$ cat src/rtl/acc_10bit.sv
// rtl/acc_10bit.sv - block accumulator summing COUNT 10-bit samples with sticky wrap flag
// Contains the adder_10bit helper it instantiates.

module adder_10bit (
  input  logic [9:0] a,
  input  logic [9:0] b,
  output logic [9:0] sum
);
  // Carry out of bit 9 is intentionally dropped; wrap is detected downstream.
  assign sum = a + b;
endmodule

module acc_10bit #(
  parameter int COUNT = 4
) (
  input  logic       clk,
  input  logic       rst,
  input  logic [9:0] in_data,
  input  logic       in_valid,
  output logic       in_ready,
  output logic [9:0] out_data,
  output logic       out_ovf,
  output logic       out_valid,
  input  logic       out_ready,
  output logic       busy
);
  typedef enum logic [1:0] {IDLE, ACC, HOLD} state_t;

  localparam logic [3:0] COUNT_W = 4'(COUNT);

  state_t     state, state_next;
  logic [9:0] acc;
  logic [9:0] sum;
  logic [3:0] cnt;
  logic       ovf;
  logic       accept;
  logic       take;

  assign accept = in_valid && in_ready;
  assign take   = out_valid && out_ready;

  adder_10bit u_adder (
    .a   (acc),
    .b   (in_data),
    .sum (sum)
  );

  always_ff @(posedge clk or posedge rst) begin
    if (rst) state <= IDLE;
    else     state <= state_next;
  end

  always_comb begin
    state_next = state;
    case (state)
      IDLE: if (accept) state_next = (COUNT_W == 4'd1) ? HOLD : ACC;
      ACC:  if (accept && (cnt + 4'd1 == COUNT_W)) state_next = HOLD;
      HOLD: if (take) state_next = IDLE;
      default: state_next = IDLE;
    endcase
  end

  // Handshake outputs come only from registered state (plus reset gating).
  always_comb begin
    in_ready  = 1'b0;
    out_valid = 1'b0;
    busy      = 1'b0;
    out_data  = 10'd0;
    out_ovf   = 1'b0;
    case (state)
      IDLE: in_ready = !rst;
      ACC: begin
        in_ready = !rst;
        busy     = 1'b1;
      end
      HOLD: begin
        out_valid = 1'b1;
        busy      = 1'b1;
        out_data  = acc;
        out_ovf   = ovf;
      end
      default: ;
    endcase
  end

  always_ff @(posedge clk or posedge rst) begin
    if (rst) begin
      acc <= 10'd0;
      cnt <= 4'd0;
      ovf <= 1'b0;
    end else begin
      case (state)
        IDLE: if (accept) begin
          acc <= in_data;
          cnt <= 4'd1;
        end
        ACC: if (accept) begin
          acc <= sum;
          ovf <= ovf | (sum < acc);
          cnt <= cnt + 4'd1;
        end
        HOLD: if (take) begin
          acc <= 10'd0;
          cnt <= 4'd0;
          ovf <= 1'b0;
        end
        default: ;
      endcase
    end
  end
endmodule
$ cat config.mk
export PLATFORM = sky130hd
export DESIGN_NAME = acc_10bit
export DESIGN_NICKNAME = d
export VERILOG_FILES = /design/src/rtl/acc_10bit.sv
export SDC_FILE = /design/constraint.sdc
export NUM_CORES = 1
export LEC_CHECK = 0
export CAP_MARGIN = 20
export CORE_MARGIN = 8
export CORE_UTILIZATION = 53
export CTS_CLUSTER_SIZE = 25
export DETAILED_ROUTE_END_ITERATION = 8
export PLACE_DENSITY = 0.81
export SKIP_CTS_REPAIR_TIMING = 1
export SLEW_MARGIN = 20
export SYNTH_ARGS = -nofsm -noshare
export SYNTH_HDL_FRONTEND = slang
export SYNTH_HIERARCHICAL = 1
export SYNTH_SLANG_ARGS = --single-unit
$ cat constraint.sdc
create_clock -name clk -period 3.1 [get_ports clk]
set_input_delay 0.93 -clock clk [delete_from_list [all_inputs] [get_ports clk]]
set_output_delay 0.93 -clock clk [all_outputs]
set_load 0.02 [all_outputs]
# Yosys cells after proc, flatten, opt, wreduce, memory -nomap -nowiden
# Index checks and enable logic that the tools add are counted.
# W data, S select, Z words.
[totals] word_cells=47 regBits=17
[classes] eq_ne=7 magnitude_cmp=1 reduce_logical=12 bitwise_logic=1 addsub=2 muxes=20
[ops] operator="$mux W10" n=4
[ops] operator="$pmux W10 S3" n=1
[ops] operator="$mux W4" n=3
[ops] operator="$pmux W4 S3" n=1
[ops] operator="$add A10 B10 Y10" n=1
[ops] operator="$lt A10 B10 Y1" n=1
[ops] operator="$ne A2 B2 Y1 const B" n=4
[ops] operator="$mux W1" n=6
[ops] operator="$mux W2" n=3
[ops] operator="$pmux W2 S3" n=1
[ops] operator="$reduce_and A3 Y1" n=2
[ops] operator="$add A4 B1 Y4 const B" n=1
[ops] operator="$eq A4 B3 Y1 const B" n=1
[ops] operator="$reduce_and A4 Y1" n=1
[ops] operator="$reduce_or A2 Y1" n=2
[ops] operator="$logic_and A1 B1 Y1" n=3
[ops] operator="$reduce_bool A3 Y1" n=1
[ops] operator="$eq A2 B1 Y1 const B" n=1
[ops] operator="$eq A2 B2 Y1 const B" n=1
[ops] operator="$logic_not A2 Y1" n=1
[ops] operator="$pmux W1 S2" n=1
[ops] operator="$reduce_bool A2 Y1" n=1
[ops] operator="$logic_not A1 Y1" n=1
[ops] operator="$or A1 B1 Y1" n=1

# Longest topological paths before layout
# Gate-level depths: netlist of the first run.
[logic_depth] depth_word=7 mapped_depth=12 ltp_nobuf=12

# Hierarchy
# Netlist of the first run, hierarchy kept.
[modules_own_cells] mod="acc_10bit" seq_area_each_um2=425.4 cells_per_inst=147 n_inst=1 area_each_um2=1236.2
[modules_own_cells] mod="adder_10bit" seq_area_each_um2=0.0 cells_per_inst=51 n_inst=1 area_each_um2=385.4

# Worst setup path before layout of the first run
# No wires, ideal clock.
[synth_path] path_kind="input to register" startpoint="input port in_data[0]" endpoint="register ovf" setup_slack_ps=115 stages=12 required_time_ps=2999 arrival_time_ps=2885 setup_ps=101 path_cell_list="ha_1 -> inv_1 -> fa_1 -> nand2b_1 -> a21oi_1 -> a221oi_2 -> xnor2_1 -> ha_1 -> nand2_1 -> a2bb2oi_1 -> nand3_1 -> o32ai_1"
[synth_via] elab_chain_len=5
[synth_lines] element="start: declaration" line_no="18" text="input logic [9:0] in_data,"
[synth_lines] element="$add A10 B10 Y10" line_no="10" text="assign sum = a + b;"
[synth_lines] element="via sum[8]" line_no="33" text="logic [9:0] sum;"
[synth_lines] element="$lt A10 B10 Y1" line_no="99" text="ovf <= ovf | (sum < acc);"
[synth_lines] element="$or A1 B1 Y1" line_no="99"
[synth_lines] element="$mux W1" line_no="97" text="ACC: if (accept) begin"
[synth_lines] element="$pmux W1 S2" line_no="92" text="case (state)"
[synth_lines] element="end signal: assignment" line_no="99"
[synth_lines] element="end: declaration" line_no="35" text="logic ovf;"
# The timed path passes the listed nets, and every way through them passes these cells. The select of a mux whose other input is x is not followed.
# A chain may end at the register's enable or synchronous reset.

# Worst setup path after layout of the first run
[layout_path] startpoint="input port in_data[5]" endpoint="register ovf"
# The elaborated chain is that of the path after synthesis.

==> impl_metrics.yaml, run 1 <==
status:
  status: "finished with violations"
  violations: "setup timing"
synth:
  ys_ff_latch: 17
  synth_ff_type: "dfrtp_1"
  synth_common_cells: "a21oi_1, ha_1, inv_1"
  ys_top_cells_by_area: "dfrtp_1, ha_1, a21oi_1"
  yosysSeqAreaShare: 0.262
  synth-edff-count: 0
  synth_fp_nets: 237
  postSynthCellCount: 198
  syn_area_um2: 1620
  yosys.cell_count.top_type: "a21oi_1"
  synth_top_area_frac: 0.262
  ys_warn_count: 6
  yosysTopAreaCell: "dfrtp_1"
  synth_area_per_cell_um2: 8.19
  yosysUniqueCellTypes: 35
  async_flop_share: 1.00
clock_tree:
  clk_transition_reported_paths_ns: 0.11
  root_buffer: "clkbuf_4"
  numClockSinks: 17
  htree_levels: 1
  cts_tree: "yes"
  clk_latency_ns: 0.30
  clk_path_buf_depth: 2
  cts_made_buffers: 3
placement:
  gp_congestion: 0.838
  hpwl_um: 3080
  dpl_cell_area_um2: 2080
  io_buffers: 27
worst_setup_path:
  timing.rr.end: "ovf"
  setup.worst_path.class: "in -> reg"
  reg2regPathDepth: 12
  rr_startpoint: "acc[0]"
  crit_path_start_kind: "primary input"
  critPathCapture: "ovf"
  reg2reg_setup_slack_ns: 0.45
  arrival_ns: 3.35
  critical_path.max_stage_delay_ns: 0.41
  worst_path_max_delay_cell: "clkdlybuf4s50_1"
  worstPathMaxFanout: 2
  required_ns: 3.32
  critPathCaptureType: "flip-flop"
  crit_start: "in_data[5]"
  path_cells: "clkdlybuf4s50_1 -> ha_1 -> a21o_1 -> a21o_1 -> a221oi_2 -> xnor2_1 -> ha_1 -> nand2_1 -> a2bb2oi_1 -> nand3_1 -> o32ai_2"
sta:
  rsz0062_at_grt: "true"
  finalClockSkew_ns: 0.00203
  slew_violations: 0
  period_share: 1.01
  max_freq_mhz: 320
  hold_violations: 0
  worstMarginPinSlew_ns: 0.809
  layout_setup_ws_ns: -0.0287
  max_slew_margin: 0.460
  setup_viol: 1
  period_needed_ns: 3.13
finish:
  syn_to_final_growth_pct: 37.5
  drive_above_1_share: 0.184
  num_antenna_cells: 0
  fin_area_um2: 2230
  final_nets: 290
route:
  drc: 0
  ant_nets: 0
  drt-initial-drc-count: 65
  vias: 1567
  via_per_inst: 5.54
  wire_per_inst_um: 14.9
  drt_wl_total_um: 4220
  firstDrtPassIters: 4
global_routing:
  grt_use_total: 0.161
  antenna_found_initial: 0
  grt_pass1_vias: 1529
  grt_pass1_wl_um: 6710
  gr-total-overflow: 0
  grt_max_degree: 18
power:
  power.density_nw_per_um2: 1240
  ir_drop_v: 0.000658
  leakage_nw: 1.08
  p_total_w: 0.00277
floorplan:
  dieHeight_um: 71.3
  fp.dieW_um: 71.3
  row_count: 20
  start_util: 0.545
  io-pin-count: 28
  dieArea_um2: 5090
  core_region_area_um2: 2980
min_path:
  whs_path_depth: 1
  holdCritPathClass: "reg -> reg"
flow_run:
  cap_violations: 0
[layer usage]
layer,GRT usage,vias up,wire length [um]
li1,-,790,-
met1,0.196,741,1980
met2,0.276,32,2040
met3,0.0251,4,164
met4,0.0647,0,35
met5,0,-,0
[worst min-delay path by stage]
stage                     startpoint      to  slack, ns
after floorplan                  ovf     ovf       0.48
after global placement        cnt[3]  cnt[3]       0.51
after detailed placement      cnt[2]  cnt[2]       0.51
after CTS                     cnt[2]  cnt[2]       0.54
after global routing          cnt[2]  cnt[2]       0.56
final                         cnt[2]  cnt[2]       0.54
[cell families (layout without fill, tap and decap cells)]
| logic type | after synthesis | in the layout | share of synthesized area |
|---|---|---|---|
| compound gates | 48 | 48 | 0.185 |
| xor+xnor | 9 | 9 | 0.0486 |
| fa+ha+maj | 25 | 25 | 0.198 |
| buf+inv | 27 | 79 | 0.0679 |
| flops | 17 | 17 | 0.262 |
| mux | 2 | 2 | 0.0139 |
| simple gates | 70 | 70 | 0.225 |
[layout make-up]
| cell class | instances | area [um^2] |
|---|---|---|
| tap | 33 | 41.3 |
| inverter | 21 | 78.8 |
| clock buffer | 4 | 26.3 |
| sequential | 17 | 425 |
| fill | 217 | 748 |
| timing repair buffer | 54 | 488 |
| multi-input combinational | 154 | 1170 |
[state kept, by name (all words and copies together) (netlist names)]
name	cells
acc	10
ovf	1
cnt	4
state	2
[cell usage in the layout, fill, tap and decap left out, types with 2 or more instances in the layout]
cell type / n
xor2_1: 2
inv_1: 21
nor2_1: 16
clkdlybuf4s50_1: 21
and2_1: 13
ha_1: 19
nand3_1: 12
o211ai_1: 2
nand2_1: 8
a32o_1: 2
a31oi_1: 2
o21ai_0: 2
mux2_2: 2
a21o_1: 2
ha_4: 3
dfrtp_1: 17
dlymetal6s2s_1: 6
nor2b_1: 11
a21oi_2: 2
buf_4: 27
nand2b_1: 3
xnor2_1: 7
ha_2: 2
clkbuf_4: 3
a21oi_1: 27
a221oi_2: 2
[power breakdown]
group / switching, W / internal [W] / total, W
Clock: 0.0000815 / 0.0000502 / 0.000132
Sequential: 0.000113 / 0.000329 / 0.000442
Combinational: 0.00112 / 0.00108 / 0.00220
Total: 0.00132 / 0.00145 / 0.00277
[per-stage QoR]
stage | cells | utilization | TNS, ns | hold slack [ns] | setup slack (ns)
final | 283 | 0.749 | -0.0287 | 0.536 | -0.0287
after global routing | 283 | 0.749 | -0.164 | 0.558 | -0.164
after CTS | 280 | 0.708 | -0.711 | 0.538 | -0.243
after detailed placement | 276 | 0.699 | -0.574 | 0.511 | -0.574
after global placement | 276 | 0.699 | -0.480 | 0.507 | -0.480
after floorplan | 198 | - | 0 | 0.477 | 0.115
[worst max-delay path, delay by kind of cell]
kind                     cells  cell delay, ns
AO/OA/AOI/OAI                5            1.06
XOR/XNOR                     1            0.18
adder cells (fa/ha/maj)      2            0.58
buffers and inverters        1            0.41
AND/OR/NAND/NOR              2            0.19
Note: power is estimated with default switching activity, not from simulation.
==> run 2, diff against run 1 <==
==> constraint.sdc (replaced) <==
create_clock -name clk -period 2.9 [get_ports clk]
set_input_delay 0.87 -clock clk [delete_from_list [all_inputs] [get_ports clk]]
set_output_delay 0.87 -clock clk [all_outputs]
set_load 0.02 [all_outputs]
==> impl_metrics.yaml, run 2 (same netlist as run 1, synthesis figures left out) <==
global_routing:
  grt_pass1_vias: 1593
  grt_max_degree: 18
  grt_pass1_wl_um: 6960
  grt_use_total: 0.168
  gr-total-overflow: 0
  antenna_found_initial: 0
worst_setup_path:
  required_ns: 3.10
  arrival_ns: 3.17
  critical_path.max_stage_delay_ns: 0.52
  critPathCaptureType: "flip-flop"
  crit_path_start_kind: "primary input"
  setup.worst_path.class: "in -> reg"
  worstPathMaxFanout: 6
  worst_path_max_delay_cell: "clkdlybuf4s50_1"
  path_cells: "clkdlybuf4s50_1 -> ha_4 -> a21oi_4 -> nand3_1 -> o221ai_2 -> xnor2_1 -> ha_1 -> nand4_1 -> a211oi_2 -> o32ai_2"
clock_tree:
  clk_latency_ns: 0.31
  clk_path_buf_depth: 2
  htree_levels: 1
  numClockSinks: 17
  cts_made_buffers: 3
  clk_transition_reported_paths_ns: 0.12
  root_buffer: "clkbuf_4"
  cts_tree: "yes"
sta:
  period_needed_ns: 2.96
  whs_ns: 0.540
  layout_setup_ws_ns: -0.0644
  max_slew_margin: 0.572
  finalClockSkew_ns: 0.0120
  max_freq_mhz: 337
  period_share: 1.02
  fin_tns_setup_ns: -0.0644
  slew_violations: 0
  rsz0062_at_grt: "true"
  setup_viol: 1
  worstMarginPinSlew_ns: 0.641
  hold_violations: 0
route:
  wire_per_inst_um: 16.6
  vias: 1660
  drt_wl_total_um: 4850
  drt-initial-drc-count: 116
  ant_nets: 0
  via_per_inst: 5.68
  drc: 0
  firstDrtPassIters: 4
finish:
  layout_commonest_cell: "buf_4"
  final_nets: 299
  nFillCells: 179
  regArea_um2: 425
  drive_above_1_share: 0.255
  multi_input_area_um2: 1260
  layout_common_cells: "buf_4, a21oi_1, inv_1"
  largest_reg_flops: 10
  reg.largest.list: "acc: 10 flops, cnt: 4 flops, state: 2 flops"
  largest_register: "acc"
  syn_to_final_growth_pct: 47.9
  num_antenna_cells: 0
  final_cells: 292
placement:
  io_buffers: 27
  dp.cells: 283
  gp_congestion: 0.936
  dp_worst_setup_slack_ns: -0.609
  hpwl_um: 3230
floorplan:
  start_util: 0.545
  core_region_area_um2: 2980
  dieHeight_um: 71.3
  io-pin-count: 28
  fp.dieW_um: 71.3
  row_count: 20
  dieArea_um2: 5090
power:
  leakage_nw: 1.15
  ir_drop_v: 0.000882
  power.density_nw_per_um2: 1390
flow_run:
  cap_violations: 0
status:
  violations: "setup timing"
  status: "finished with violations"
min_path:
  holdCritPathClass: "reg -> reg"
-- run 2: cell types whose count changed in the layout (fill, tap and decap cells not counted), moves of 2 or more --
cell	before	now
ha_4	3	7
dlymetal6s2s_1	6	8
buf_4	27	36
clkdlybuf4s50_1	21	19
a31oi_2	0	2
a21oi_1	27	25
a31oi_1	2	0
ha_1	19	16
-- run 2: cell type report --
type	instances	area share
inverters	21	0.0329
well taps	33	0.0172
clock buffers	3	0.00939
multi-input cells	154	0.527
clock inverters	1	0.00209
flip-flops and latches	17	0.177
repair buffers	63	0.234
-- run 2: final timing paths --
kind,end,cells after the start,start,slack (ns)
worst max-delay path,ovf,10,in_data[7],-0.06
worst min-delay path,cnt[2],1,cnt[2],0.54
worst max register to register,ovf,10,acc[3],0.25
worst min register to register,cnt[2],1,cnt[2],0.54
max in group asynchronous,acc[3],3,rst,1.75
min in group asynchronous,cnt[0],3,rst,0.93
-- run 2: where the power goes --
| group | internal [W] | switching [W] |
|---|---|---|
| registers | 0.000352 | 0.000137 |
| logic | 0.00136 | 0.00136 |
| clock network | 0.0000516 | 0.0000881 |
-- run 2: critical path: cells and delay by family --
family          cells  cell delay [ns]
simple gates        2             0.27
xor+xnor            1             0.14
fa+ha+maj           2             0.60
compound gates      4             0.76
buf+inv             1             0.52
-- run 2: metal layers --
metal,global-route usage,share of wire
met5,0,0
met4,0.0647,0.026
met3,0.0432,0.060
met2,0.300,0.52
met1,0.184,0.40
-- run 2: stage by stage --
step	cell area [um^2]	total power, W	utilization
2_1_floorplan	1650	0.00189	-
3_3_place_gp	2160	0.00268	0.726
3_5_place_dp	2160	0.00276	0.726
4_1_cts	2190	0.00291	0.735
5_1_grt	2400	0.00360	0.805
6_report	2400	0.00334	0.805
==> run 3, diff against run 2 <==
--- a/config.mk
+++ b/config.mk
@@ -8,11 +8,11 @@
 export CAP_MARGIN = 20
 export CORE_MARGIN = 8
 export CORE_UTILIZATION = 53
+export CTS_BUF_LIST = sky130_fd_sc_hd__clkbuf_16
 export CTS_CLUSTER_SIZE = 25
 export DETAILED_ROUTE_END_ITERATION = 8
 export PLACE_DENSITY = 0.81
 export SKIP_CTS_REPAIR_TIMING = 1
-export SLEW_MARGIN = 20
 export SYNTH_ARGS = -nofsm -noshare
 export SYNTH_HDL_FRONTEND = slang
 export SYNTH_HIERARCHICAL = 1
==> impl_metrics.yaml, run 3 (same netlist as run 1, synthesis figures left out) <==
clock_tree:
  cts_tree: "yes"
  clk_latency_ns: 0.25
  clk_transition_reported_paths_ns: 0.06
  clk_path_buf_depth: 2
  root_buffer: "clkbuf_16"
  numClockSinks: 17
  htree_levels: 1
  cts_made_buffers: 3
sta:
  period_needed_ns: 2.98
  period_share: 1.03
  whs_ns: 0.526
  max_slew_margin: 0.555
  hold_violations: 0
  worstMarginPinSlew_ns: 0.667
  rsz0062_at_grt: "true"
  finalClockSkew_ns: 0.00276
  max_freq_mhz: 335
  setup_viol: 1
  fin_tns_setup_ns: -0.0817
  slew_violations: 0
  layout_setup_ws_ns: -0.0817
finish:
  num_antenna_cells: 0
  largest_reg_flops: 10
  layout_common_cells: "buf_4, a21oi_1, inv_1"
  nFillCells: 172
  drive_above_1_share: 0.263
  final_cells: 292
  multi_input_area_um2: 1270
  syn_to_final_growth_pct: 51.6
  layout_commonest_cell: "buf_4"
  regArea_um2: 425
  final_nets: 299
  largest_register: "acc"
  reg.largest.list: "acc: 10 flops, cnt: 4 flops, state: 2 flops"
global_routing:
  gr-total-overflow: 0
  grt_pass1_vias: 1594
  antenna_found_initial: 0
  grt_use_total: 0.171
  grt_max_degree: 18
  grt_pass1_wl_um: 7050
route:
  ant_nets: 0
  drc: 0
  drt_wl_total_um: 5140
  vias: 1706
  via_per_inst: 5.84
  firstDrtPassIters: 4
  wire_per_inst_um: 17.6
  drt-initial-drc-count: 84
min_path:
  holdCritPathClass: "reg -> reg"
power:
  combPwrFrac: 0.778
  leakage_nw: 1.18
  seqPwrFrac: 0.141
  power.switching_w: 0.00163
  power.internal_w: 0.00191
  power.density_nw_per_um2: 1440
  ir_drop_v: 0.000885
  p_clk_frac: 0.082
  p_sw_frac: 0.461
placement:
  hpwl_um: 3230
  gp_congestion: 0.936
  dp.cells: 283
  io_buffers: 27
floorplan:
  core_region_area_um2: 2980
  io-pin-count: 28
  row_count: 20
  dieArea_um2: 5090
  start_util: 0.545
  dieHeight_um: 71.3
  fp.dieW_um: 71.3
status:
  status: "finished with violations"
  violations: "setup timing"
worst_setup_path:
  worstPathMaxFanout: 2
  setup.worst_path.class: "in -> reg"
  required_ns: 3.06
  arrival_ns: 3.14
  crit_path_start_kind: "primary input"
  critPathCaptureType: "flip-flop"
flow_run:
  cap_violations: 0
## run 3: changes by cell type in the layout (fill, tap and decap cells not counted), sizes merged
cell | previous run | this run
clkdlybuf4s50 | 19 | 18
dlymetal6s2s | 8 | 9
## run 3: layout make-up
class / instances / share of cell area
clock inverter: 1 / 0.00204
inverter: 21 / 0.0321
tap: 33 / 0.0168
timing repair buffer: 63 / 0.229
sequential: 17 / 0.173
clock buffer: 3 / 0.0305
multi-input combinational: 154 / 0.517
## run 3: layer usage
layer	part of all wire	global-route usage	vias to the layer above
met5	0	0	-
met4	0.028	0.0624	0
met3	0.060	0.0363	16
met2	0.51	0.307	73
met1	0.40	0.191	814
li1	-	-	803
## run 3: power groups by stage
| stage | registers, W | logic [W] | clock network, W |
|---|---|---|---|
| finish | 0.000497 | 0.00275 | 0.000289 |
| global route | 0.000508 | 0.00297 | 0.000298 |
| CTS | 0.000468 | 0.00231 | 0.000291 |
| detailed placement | 0.000473 | 0.00229 | 0 |
| global placement | 0.000468 | 0.00221 | 0 |
| floorplan | 0.000439 | 0.00145 | 0 |
## run 3: critical path, stage by stage
cell	delay, ns
dlymetal6s2s_1	0.11
ha_2	0.19
inv_1	0.07
fa_2	0.37
nand2b_4	0.16
a21oi_4	0.15
a221oi_2	0.09
xnor2_1	0.25
ha_1	0.32
nand4_1	0.15
buf_4	0.14
a21oi_2	0.03
o32ai_2	0.24
## run 3: metrics by stage
step / power [W] / setup WS (ns) / area (um^2) / utilization
finish: 0.00354 / -0.0817 / 2460 / 0.826
global route: 0.00377 / -0.201 / 2460 / 0.826
CTS: 0.00306 / -0.370 / 2240 / 0.753
detailed placement: 0.00276 / -0.609 / 2160 / 0.726
global placement: 0.00268 / -0.557 / 2160 / 0.726
floorplan: 0.00189 / 0.0422 / 1650 / -
## run 3: final timing paths
path	depth (start not counted)	slack, ns	endpoint	start
setup / recovery	13	-0.08	ovf	in_data[0]
hold / removal	1	0.53	cnt[2]	cnt[2]
setup reg to reg	12	0.25	ovf	acc[0]
hold reg to reg	1	0.53	cnt[2]	cnt[2]
max in group asynchronous	3	1.67	acc[3]	rst
min in group asynchronous	3	1.03	cnt[2]	rst
